**config.mk**
```make
export PLATFORM = sky130hd
export DESIGN_NAME = shot_scheduler
export DESIGN_NICKNAME = d
export VERILOG_FILES = /design/src/rtl/shot_scheduler.sv
export SDC_FILE = /design/constraint.sdc
export NUM_CORES = 1
export LEC_CHECK = 0
export CORE_MARGIN = 1
export CORE_UTILIZATION = 58
export DETAILED_ROUTE_END_ITERATION = 16
export GPL_TIMING_DRIVEN = 0
export MAX_ROUTING_LAYER = met4
export PLACE_DENSITY = 0.85
export SKIP_LAST_GASP = 1
export SYNTH_ARGS = -nofsm -noshare
export SYNTH_HDL_FRONTEND = slang
export SYNTH_SLANG_ARGS = --single-unit
```
**constraint.sdc**
```tcl
create_clock -name i_clk_36MHz -period 7.1 [get_ports i_clk_36MHz]
set_clock_uncertainty 0.2 [all_clocks]
set_input_delay 1.065 -clock i_clk_36MHz [delete_from_list [all_inputs] [get_ports i_clk_36MHz]]
set_output_delay 1.065 -clock i_clk_36MHz [all_outputs]
set_load 0.02 [all_outputs]
```
**src/rtl/shot_scheduler.sv**
```systemverilog
`default_nettype none
// +--------------------------------------------------------------------------+
// | Module   : shot_scheduler                                                |
// | Purpose  : Four-slot shared bullet pool. Arbitrates player/alien launch  |
// |            requests, steps flying slots on a movement tick and retires   |
// |            them on a hit or when they leave the playfield.               |
// | Revision : 1.0  initial release                                          |
// +--------------------------------------------------------------------------+
module shot_scheduler #(
   parameter int TICK_CYCLES    = 90000,
   parameter int COOLDOWN_TICKS = 3
) (
   input  logic        i_clk_36MHz,
   input  logic        i_reset,
   input  logic        i_enable,
   input  logic        i_player_shoot,
   input  logic [4:0]  i_ship_x,
   input  logic        i_alien_shoot,
   input  logic [4:0]  i_alien_x,
   input  logic [3:0]  i_alien_y,
   input  logic [3:0]  i_hit,
   output logic        o_player_grant,
   output logic        o_alien_grant,
   output logic        o_tick,
   output logic [3:0]  o_slot_flying,
   output logic [3:0]  o_slot_dir,
   output logic [19:0] o_slot_x,
   output logic [15:0] o_slot_y
);

   localparam int CNT_W  = (TICK_CYCLES > 1) ? $clog2(TICK_CYCLES) : 1;
   localparam int COOL_W = (COOLDOWN_TICKS > 0) ? $clog2(COOLDOWN_TICKS + 1) : 1;

   localparam logic [CNT_W-1:0]  c_cnt_last   = CNT_W'(TICK_CYCLES - 1);
   localparam logic [COOL_W-1:0] c_cool_load  = COOL_W'(COOLDOWN_TICKS);
   localparam logic [3:0]        c_player_row = 4'd12;
   localparam logic [3:0]        c_row_bottom = 4'd15;

   logic [CNT_W-1:0]  r_cnt;
   logic              r_tick;
   logic [COOL_W-1:0] r_cool;
   logic              r_pgrant;
   logic              r_agrant;
   logic [3:0]        r_flying;
   logic [3:0]        r_dir;
   logic [4:0]        r_x [4];
   logic [3:0]        r_y [4];

   logic [CNT_W-1:0]  w_cnt_next;
   logic              w_step;
   logic              w_any_free;
   logic              w_player_out;
   logic              w_pgrant;
   logic              w_agrant;
   logic [1:0]        w_sel;

   // A tick only moves bullets while the playfield is enabled.
   assign w_step       = r_tick & i_enable;
   assign w_any_free   = ~&r_flying;
   assign w_player_out = |(r_flying & ~r_dir);

   // Launch arbitration from registered slot state; player has priority.
   assign w_pgrant = i_enable & i_player_shoot & ~w_player_out &
                     (r_cool == '0) & w_any_free;
   assign w_agrant = i_enable & i_alien_shoot & (i_alien_y != c_row_bottom) &
                     w_any_free & ~w_pgrant;

   // Next tick-counter value; frozen while disabled.
   always_comb begin
      w_cnt_next = r_cnt;
      if (i_enable) begin
         w_cnt_next = (r_cnt == c_cnt_last) ? '0 : r_cnt + CNT_W'(1);
      end
   end

   // Lowest-index free slot is the allocation target.
   always_comb begin
      w_sel = 2'd0;
      for (int k = 3; k >= 0; k--) begin
         if (!r_flying[k]) w_sel = 2'(k);
      end
   end

   // Tick counter and registered tick pulse aligned with the last count.
   always_ff @(posedge i_clk_36MHz or negedge i_reset) begin
      if (!i_reset) begin
         r_cnt  <= '0;
         r_tick <= 1'b0;
      end else begin
         r_cnt  <= w_cnt_next;
         r_tick <= i_enable && (w_cnt_next == c_cnt_last);
      end
   end

   // Grant pulses and player cooldown (load on launch, saturating decrement).
   always_ff @(posedge i_clk_36MHz or negedge i_reset) begin
      if (!i_reset) begin
         r_pgrant <= 1'b0;
         r_agrant <= 1'b0;
         r_cool   <= '0;
      end else begin
         r_pgrant <= w_pgrant;
         r_agrant <= w_agrant;
         if (w_pgrant) begin
            r_cool <= c_cool_load;
         end else if (w_step && (r_cool != '0)) begin
            r_cool <= r_cool - COOL_W'(1);
         end
      end
   end

   // Slot state: hit beats movement; free slots may only be loaded by a grant.
   always_ff @(posedge i_clk_36MHz or negedge i_reset) begin
      if (!i_reset) begin
         r_flying <= '0;
         r_dir    <= '0;
         for (int k = 0; k < 4; k++) begin
            r_x[k] <= '0;
            r_y[k] <= '0;
         end
      end else begin
         for (int k = 0; k < 4; k++) begin
            if (r_flying[k]) begin
               if (i_hit[k] ||
                   (w_step && !r_dir[k] && (r_y[k] == 4'd0)) ||
                   (w_step &&  r_dir[k] && (r_y[k] == c_row_bottom))) begin
                  r_flying[k] <= 1'b0;
                  r_dir[k]    <= 1'b0;
                  r_x[k]      <= '0;
                  r_y[k]      <= '0;
               end else if (w_step) begin
                  r_y[k] <= r_dir[k] ? r_y[k] + 4'd1 : r_y[k] - 4'd1;
               end
            end else if ((w_pgrant || w_agrant) && (w_sel == 2'(k))) begin
               r_flying[k] <= 1'b1;
               r_dir[k]    <= w_agrant;
               r_x[k]      <= w_pgrant ? i_ship_x : i_alien_x;
               r_y[k]      <= w_pgrant ? c_player_row : i_alien_y + 4'd1;
            end
         end
      end
   end

   assign o_player_grant = r_pgrant;
   assign o_alien_grant  = r_agrant;
   assign o_tick         = r_tick;
   assign o_slot_flying  = r_flying;
   assign o_slot_dir     = r_dir;

   for (genvar k = 0; k < 4; k++) begin : g_pack
      assign o_slot_x[5*k +: 5] = r_x[k];
      assign o_slot_y[4*k +: 4] = r_y[k];
   end

endmodule
`default_nettype wire
```
Word-level counts from Yosys, hierarchy flattened
Cells that the tools add are included.
{ "word_totals": {"reg_bits": 66, "latch_bits": 0, "mem_bits_rw": 0, "rom_bits": 0, "inputBits": 23, "out_inout_bits": 47, "elab_cells": 184, "mem_count": 0} }
{ "op_classes": {"n_addsub": 11, "mul": 0, "div": 0, "order_cmp": 0, "n_eq_ne": 18, "shift": 0, "mux": 66, "bitwise": 13, "n_reduce_logical": 58} }
{ "op_table": {"columns": ["operator", "n"], "rows": [
  ["4-bit two-way mux", 21],
  ["5-bit two-way mux", 13],
  ["17-bit equality test, second input constant", 2],
  ["17-bit two-way mux", 2],
  ["1-bit two-way mux", 24],
  ["1-bit logical AND", 22],
  ["4-bit by 1-bit adder with 4-bit output, second input constant", 5],
  ["17-bit by 1-bit adder with 17-bit output, second input constant", 1],
  ["4-bit equality test, second input constant", 4],
  ["4-bit logical NOT", 4],
  ["2-bit AND reduction", 8],
  ["4-bit by 1-bit subtractor with 4-bit output, second input constant", 4],
  ["2-bit two-way mux", 6],
  ["3-bit by 1-bit inequality test with 1-bit output, second input constant", 4],
  ["2-bit nonzero test", 6],
  ["1-bit bitwise AND", 9],
  ["1-bit logical OR", 9],
  ["2-bit by 1-bit inequality test with 1-bit output, second input constant", 4],
  ["1-bit logical NOT", 5],
  ["4-bit bitwise AND", 1],
  ["2-bit equality test, second input constant", 2],
  ["2-bit logical NOT", 2],
  ["4-bit inequality test, second input constant", 1],
  ["4-bit inverter", 1],
  ["other kinds (5)", 6]
]} }

Logic depth before layout (Yosys ltp)
Gate-level depths: netlist of the first run.
{ "depth": {"word_depth": 13, "ltp_mapped": 8, "mapped_depth_nobuf": 7} }

Worst setup path before layout of the first run
Ideal clock, no wire load.
{ "synth_path": {"path_kind": "input port to flip-flop", "from": "in i_enable", "to": "reg r_y, in the netlist o_slot_y[1]", "setup_time_ns": 0.125, "arrival_time_ns": 2.475, "t_required_ns": 6.775, "setup_slack_ns": 4.301, "stages": 6, "n_path_buf": 1, "cell_sequence": "nand3_1 -> a221o_1 -> o21a_4 -> buf_6 -> a22oi_4 -> mux2_2"} }
{ "synth_between": {"elab_chain_cells": 10, "elab_cells_between_ends": 25, "cone_classes": "1 x eq/ne; 4 x mux; 10 x bitwise; 10 x reduce/logical"} }
{ "synth_rtl": {"columns": ["element", "line", "text"], "rows": [
  ["start: declaration", "15", "input logic i_enable,"],
  ["1-bit bitwise AND (3 in series)", "63", "assign w_pgrant = i_enable & i_player_shoot & ~w_player_out &"],
  ["1-bit bitwise AND", "64", "(r_cool == '0) & w_any_free;"],
  ["1-bit inverter", "66", "w_any_free & ~w_pgrant;"],
  ["1-bit bitwise AND", "66", null],
  ["1-bit logical OR", "134", "end else if ((w_pgrant || w_agrant) && (w_sel == 2'(k))) begin"],
  ["1-bit logical AND", "134", null],
  ["2-bit nonzero test (no source line)", null, null],
  ["2-bit AND reduction (no source line)", null, null],
  ["end signal: indexed assignment", "132", "r_y[k] <= r_dir[k] ? r_y[k] + 4'd1 : r_y[k] - 4'd1;"],
  ["end signal: indexed assignment", "138", "r_y[k] <= w_pgrant ? c_player_row : i_alien_y + 4'd1;"],
  ["end: declaration", "47", "logic [3:0] r_y [4];"]
]} }
Several ways; a longest one is shown, not always the timed one. The select of a mux whose other input is x is not followed.
A chain may end at the register's enable or synchronous reset.

Worst setup path in the final report of the first run
{ "layout_path": {"from": "in i_enable", "to": "reg r_x, in the netlist o_slot_x[10]"} }
{ "layout_between": {"elab_chain_cells": 10, "elab_cells_between_ends": 24, "cone_classes": "1 x eq/ne; 3 x mux; 10 x bitwise; 10 x reduce/logical"} }
{ "layout_rtl": {"columns": ["element", "line", "text"], "rows": [
  ["1-bit bitwise AND (3 in series)", "63", null],
  ["1-bit bitwise AND", "64", null],
  ["1-bit inverter", "66", null],
  ["1-bit bitwise AND", "66", null],
  ["1-bit logical OR", "134", null],
  ["1-bit logical AND", "134", null],
  ["2-bit nonzero test (no source line)", null, null],
  ["2-bit AND reduction (no source line)", null, null],
  ["end signal: indexed assignment", "137", "r_x[k] <= w_pgrant ? i_ship_x : i_alien_x;"],
  ["end: declaration", "46", "logic [4:0] r_x [4];"]
]} }
Several ways; a longest one is shown, not always the timed one. The select of a mux whose other input is x is not followed.

==> results of run 1 <==
==> worst max-delay path, stage by stage <==
cell	delay [ps]
clkdlybuf4s50_1	540
nand3_1	150
a221oi_2	500
a21boi_0	360
a2111oi_0	730
o31ai_1	140
==> power by group <==
part	total [uW]	switching, uW	internal, uW	leakage [uW]
logic	668	343	324	0.00115
registers	590	122	468	0.000847
clock network	406	155	251	0.000129
total	1660	620	1040	0.00213
==> final timing paths <==
check	startpoint	end	slack, ps	depth (start not counted)
worst max-delay path	i_enable	o_slot_x[10]$_DFFE_PN0P_	3620	6
worst min-delay path	o_slot_x[4]$_DFFE_PN0P_	o_slot_x[4]$_DFFE_PN0P_	310	2
worst max register to register	o_slot_dir[0]$_DFFE_PN0P_	o_slot_x[10]$_DFFE_PN0P_	4260	5
worst min register to register	o_slot_x[4]$_DFFE_PN0P_	o_slot_x[4]$_DFFE_PN0P_	310	2
max in group asynchronous	i_reset	o_slot_y[11]$_DFFE_PN0P_	5530	1
min in group asynchronous	i_reset	o_slot_x[7]$_DFFE_PN0P_	590	1
==> cell type report <==
| type | instances | area [um^2] | area share |
|---|---|---|---|
| multi-input cells | 308 | 2270 | 0.439 |
| flip-flops and latches | 66 | 1650 | 0.320 |
| repair buffers | 69 | 688 | 0.133 |
| clock buffers | 11 | 151 | 0.0293 |
| plain buffers | 23 | 120 | 0.0233 |
| well taps | 96 | 120 | 0.0233 |
| clock inverters | 5 | 100 | 0.0194 |
| inverters | 18 | 67.6 | 0.0131 |
==> cells by family after synthesis <==
logic type / synth area share
mux: 0.0503
simple gates: 0.167
xor+xnor: 0.0640
buf+inv: 0.0457
fa+ha+maj: 0.0530
compound gates: 0.218
flops: 0.402
==> Yosys cell counts, drive strengths merged, types with 8 or more instances <==
library cell	instances
a2111oi	11
ha	11
dfrtp	66
nor2	30
and2	8
xnor2	14
mux2	13
o21ai	14
a221o	9
buf	11
nand4	10
xor2	16
nand3	18
a21oi	19
nand2	30
inv	18
o22ai	14
a21o	9
clkbuf	12
nor3	8
o31ai	17
==> registers in the layout (all words and copies together) (netlist names) <==
register,cells
r_cool,2
o_slot_y,16
o_slot_x,20
r_cnt,17
o_alien_grant,1
o_tick,1
o_player_grant,1
o_slot_flying,4
o_slot_dir,4
==> layer usage <==
metal	vias up	track usage	share of wire
met5	-	-	0
met3	53	0.0789	0.085
met1	1792	0.391	0.39
met4	0	0.185	0.049
met2	242	0.519	0.48
li1	1721	-	-
==> cells in the final DEF (no fill, tap or decap), types with 11 or more instances in the layout <==
master,n
a21oi_1,19
nand2_1,30
o22ai_1,14
clkdlybuf4s50_1,68
xnor2_1,14
ha_1,11
o21ai_0,12
clkbuf_1,11
xor2_1,16
clkbuf_8,11
inv_1,16
mux2_2,11
nor2_1,29
dfrtp_1,66
o31ai_1,15
nand3_1,17
==> stage by stage <==
step           hold slack (ps)  power [uW]
3_5_place_dp               298        1260
2_1_floorplan              290         993
3_3_place_gp               285        1230
4_1_cts                    314        1660
6_report                   309        1660
5_1_grt                    348        1750
==> metrics.txt, run 1 <==
fin cells between 500 and 600; Yosys top cell by area dfrtp_1; Leakage Power 0.00213 uW; DRC Markers 0; CTS root buf clkbuf_8; IO Pins 70; fill cell count just under 500; worst setup path class in -> reg; antenna violations before repair 0; Post-Synthesis Cell Area 4110 um^2; placed inst area 4910 um^2; maxcap violations 0; Vias per Instance around 6.4; core area just under 7000 um^2; # Post-CTS Setup Buffers 0; Worst Path Required 7120 ps; Power Dens Cells around 320 nW/um^2; Detail Route Antenna Nets 0; CP endpoint kind register; wirelength, routed around 11 mm; synth unique cells 58; Post-layout nets 533; Avg Cell Area, Syn about 10 um^2; worst ir drop on vdd between 0.15 and 0.2 mV; Final Hold Viols 0; synthesis-to-layout area growth 25.8%; register area share after synthesis 0.402; DP Worst Slack ~3400 ps; EDFF count, synth 0; CTS H-tree depth 3; grt ovf 0; row cnt 30; first-pass iteration count of the detailed router 8; DIE AREA between 7000 and 8000 um^2; status complete, no violations; final-report max-slew violation count 0; synth warn 0; Synth Instances between 400 and 500; CTS tree built; Worst Max-Slew Pin Slew ~840 ps; crit path setup slack, layout 3620 ps; Fin Setup TNS 0 ps; RSZ-0062 raised after global routing false; share of the synthesized area in the top cell type 0.402; dpl cells 580; worst path arrival time 3490 ps; fin util 0.756; global-route wire length before repair 18.1 mm; CTS Buffer Depth 2; crit path time final approximately 3500 ps; max_slew headroom 0.440; gr usage total 0.331; CP startpoint kind primary input; Synth Register Bits 66; worst min path class reg -> reg; Design Area, Final between 5000 and 6000 um^2; number of diodes 0; hold_buf cts 0; share of post-route cells with drive strength above 1 0.116; largest net degree at the start of global routing 67; total CTS buffers 9; Syn Nets 453; register clock-pin slew on the reported worst setup and hold paths about 80 ps; final setup fails 0; vias 3808; top_reg_cell synth dfrtp_1; fraction of registers with async set or reset after synthesis 1.00; CTS Sinks 66; wire length per cell ~19 um; crit path max fanout 8; FMAX 287 MHz; post-CTS sizing 0; number of global-route vias before repair between 3000 and 4000; Clock Latency Late Sink 350 ps; Chip Height 86.1 um; DRT iter0 DRCs between 300 and 400; period utilisation layout 0.490; placer congestion estimate slightly above 0.9; Initial Util 0.601; # port buffers 69; Die Wd ~86 um; DP HPWL between 7 and 8 mm; synth top area cells dfrtp_1, xor2_1, ha_1
Note: power is estimated with default switching activity, not from simulation.
==> run 2, diff against run 1 <==
--- a/config.mk
+++ b/config.mk
@@ -6,11 +6,11 @@
 export NUM_CORES = 1
 export LEC_CHECK = 0
 export CORE_MARGIN = 1
-export CORE_UTILIZATION = 58
+export CORE_UTILIZATION = 49
 export DETAILED_ROUTE_END_ITERATION = 16
 export GPL_TIMING_DRIVEN = 0
 export MAX_ROUTING_LAYER = met4
-export PLACE_DENSITY = 0.85
+export PLACE_DENSITY = 0.77
 export SKIP_LAST_GASP = 1
 export SYNTH_ARGS = -nofsm -noshare
 export SYNTH_HDL_FRONTEND = slang
==> constraint.sdc (replaced) <==
create_clock -name i_clk_36MHz -period 2.9 [get_ports i_clk_36MHz]
set_clock_uncertainty 0.2 [all_clocks]
set_input_delay 0.435 -clock i_clk_36MHz [delete_from_list [all_inputs] [get_ports i_clk_36MHz]]
set_output_delay 0.435 -clock i_clk_36MHz [all_outputs]
set_load 0.02 [all_outputs]
==> metrics.txt, run 2 (synthesis gave the netlist of run 1 again) <==
status finished with violations; failing checks negative hold slack; CTS Sinks 66 (unchanged); worst ir drop on vdd 0.439 mV (+130%); Initial Util 0.502 (-0.0988); wire length per cell 17.8 um (-3.9%); FMAX ~370 MHz; crit path max fanout 10 (+2); vias 3686 (-3.2%); number of global-route vias before repair 3549 (-5.7%); final setup fails 0 (unchanged); Fin Setup TNS 0 ps (unchanged); Total Power 3870 uW (+130%); RSZ-0062 raised after global routing false; IO Pins 70 (unchanged); first-pass iteration count of the detailed router 5 (-3); CP endpoint kind register; Detail Route Antenna Nets 0 (unchanged); post-CTS sizing 0 (unchanged); Post-layout nets 533 (unchanged); Largest register FFs 20 (unchanged); global-route wire length before repair 17.4 mm (-3.9%); number of diodes 0 (unchanged); crit path setup slack, layout 188 ps (-3430 ps); final-report max-slew violation count 0 (unchanged); # port buffers 69 (unchanged); CTS Buffer Depth 2 (unchanged); Storage cell area 1650 um^2 (unchanged); Power Dens Cells 756 nW/um^2 (+130%); period utilisation layout 0.935; DRC Markers 0 (unchanged); CTS H-tree depth 3 (unchanged); Vias per Instance 6.09 (-4.6%); Leakage Power 0.00210 uW (-1.6%); area of the multi-input gates 2270 um^2 (unchanged); largest net degree at the start of global routing 67 (unchanged); CTS root buf clkbuf_8; placer congestion estimate 0.873 (-6.3%); Die Wd 93.5 um (+8.6%); core area 8180 um^2 (+20%); CP startpoint kind primary input; fill cell count 680 (+38%); share of post-route cells with drive strength above 1 0.116 (unchanged); DRT iter0 DRCs 307 (-8.4%); Worst Path Required 2920 ps (-4200 ps); CTS tree built; DIE AREA 8750 um^2 (+18%); register clock-pin slew on the reported worst setup and hold paths 80 ps (about the same); Clock Latency Late Sink 370 ps (+20 ps); Final Hold Viols 30 (+30); hold_buf cts 0 (unchanged); DP Worst Slack -160 ps (-3530 ps); commonest non-fill, non-tap cell in the layout clkdlybuf4s50_1; row cnt 33 (+10%); wirelength, routed 10.8 mm (-2.4%); Worst Max-Slew Pin Slew 843 ps (+2.33 ps); # Post-CTS Setup Buffers 0 (unchanged); synthesis-to-layout area growth 24.6%; worst path arrival time 2740 ps (-750 ps); max_slew headroom 0.438 (-0.00155); worst min path class in -> async; maxcap violations 0 (unchanged); DP HPWL 7.92 mm (+1.9%); highest-count cells in the layout ignoring fill and taps clkdlybuf4s50_1, dfrtp_1, nand2_1; antenna violations before repair 0 (unchanged); total CTS buffers 9 (unchanged); WHS -47.1 ps (-356 ps); fin util 0.626 (-0.130); gr usage total 0.270 (-0.0610); Chip Height 93.5 um (+8.6%); grt ovf 0 (unchanged); worst setup path class in -> reg; crit path time final ~2700 ps
-- run 2: cell count changes in the layout (fill, tap and decap cells not counted), sizes merged --
cell and change:
bufinv -2, clkbuf -2, clkinvlp +2, clkinv +1, inv +1
-- run 2: worst paths after layout --
kind	from	to	slack (ps)	cells after the start
setup reg to reg	o_slot_flying[2]$_DFF_PN0_	o_slot_y[3]$_DFFE_PN0P_	260	6
hold reg to reg	o_slot_x[3]$_DFFE_PN0P_	o_slot_x[3]$_DFFE_PN0P_	300	2
min in group i_clk_36MHz	o_slot_x[3]$_DFFE_PN0P_	o_slot_x[3]$_DFFE_PN0P_	300	2
max in group asynchronous	i_reset	r_cnt[7]$_DFF_PN0_	1960	1
hold / removal	i_reset	o_slot_x[13]$_DFFE_PN0P_	-50	1
setup / recovery	i_alien_y[0]	o_slot_x[10]$_DFFE_PN0P_	190	8
-- run 2: metal layers --
| metal | part of all wire | global-route usage |
|---|---|---|
| met2 | 0.49 | 0.437 |
| met3 | 0.062 | 0.0463 |
| met1 | 0.42 | 0.335 |
| met5 | 0 | - |
| met4 | 0.024 | 0.113 |
-- run 2: critical path, stage by stage --
cell and delay [ps]:
clkdlybuf4s50_1 570, ha_1 310, nand3_1 100, nand3_1 200, o21a_4 230, buf_6 150
a2111oi_0 580, o31ai_1 140
-- run 2: cell type report --
| type | count | share of cell area |
|---|---|---|
| timing repair buffer | 69 | 0.134 |
| clock inverter | 7 | 0.0134 |
| tap | 105 | 0.0257 |
| inverter | 18 | 0.0132 |
| sequential | 66 | 0.323 |
| multi-input combinational | 308 | 0.443 |
| buffer | 23 | 0.0235 |
| clock buffer | 9 | 0.0242 |
-- run 2: power breakdown --
part	total (uW)	internal, uW	switching [uW]
sequential	1440	1150	299
clock	790	395	395
combinational	1630	797	838
-- run 2: per-stage QoR --
step,cell area [um^2],std cells
detailed placement,4930,589
global route,5120,605
finish,5120,605
global placement,4930,589
CTS,5120,605
floorplan,4110,415
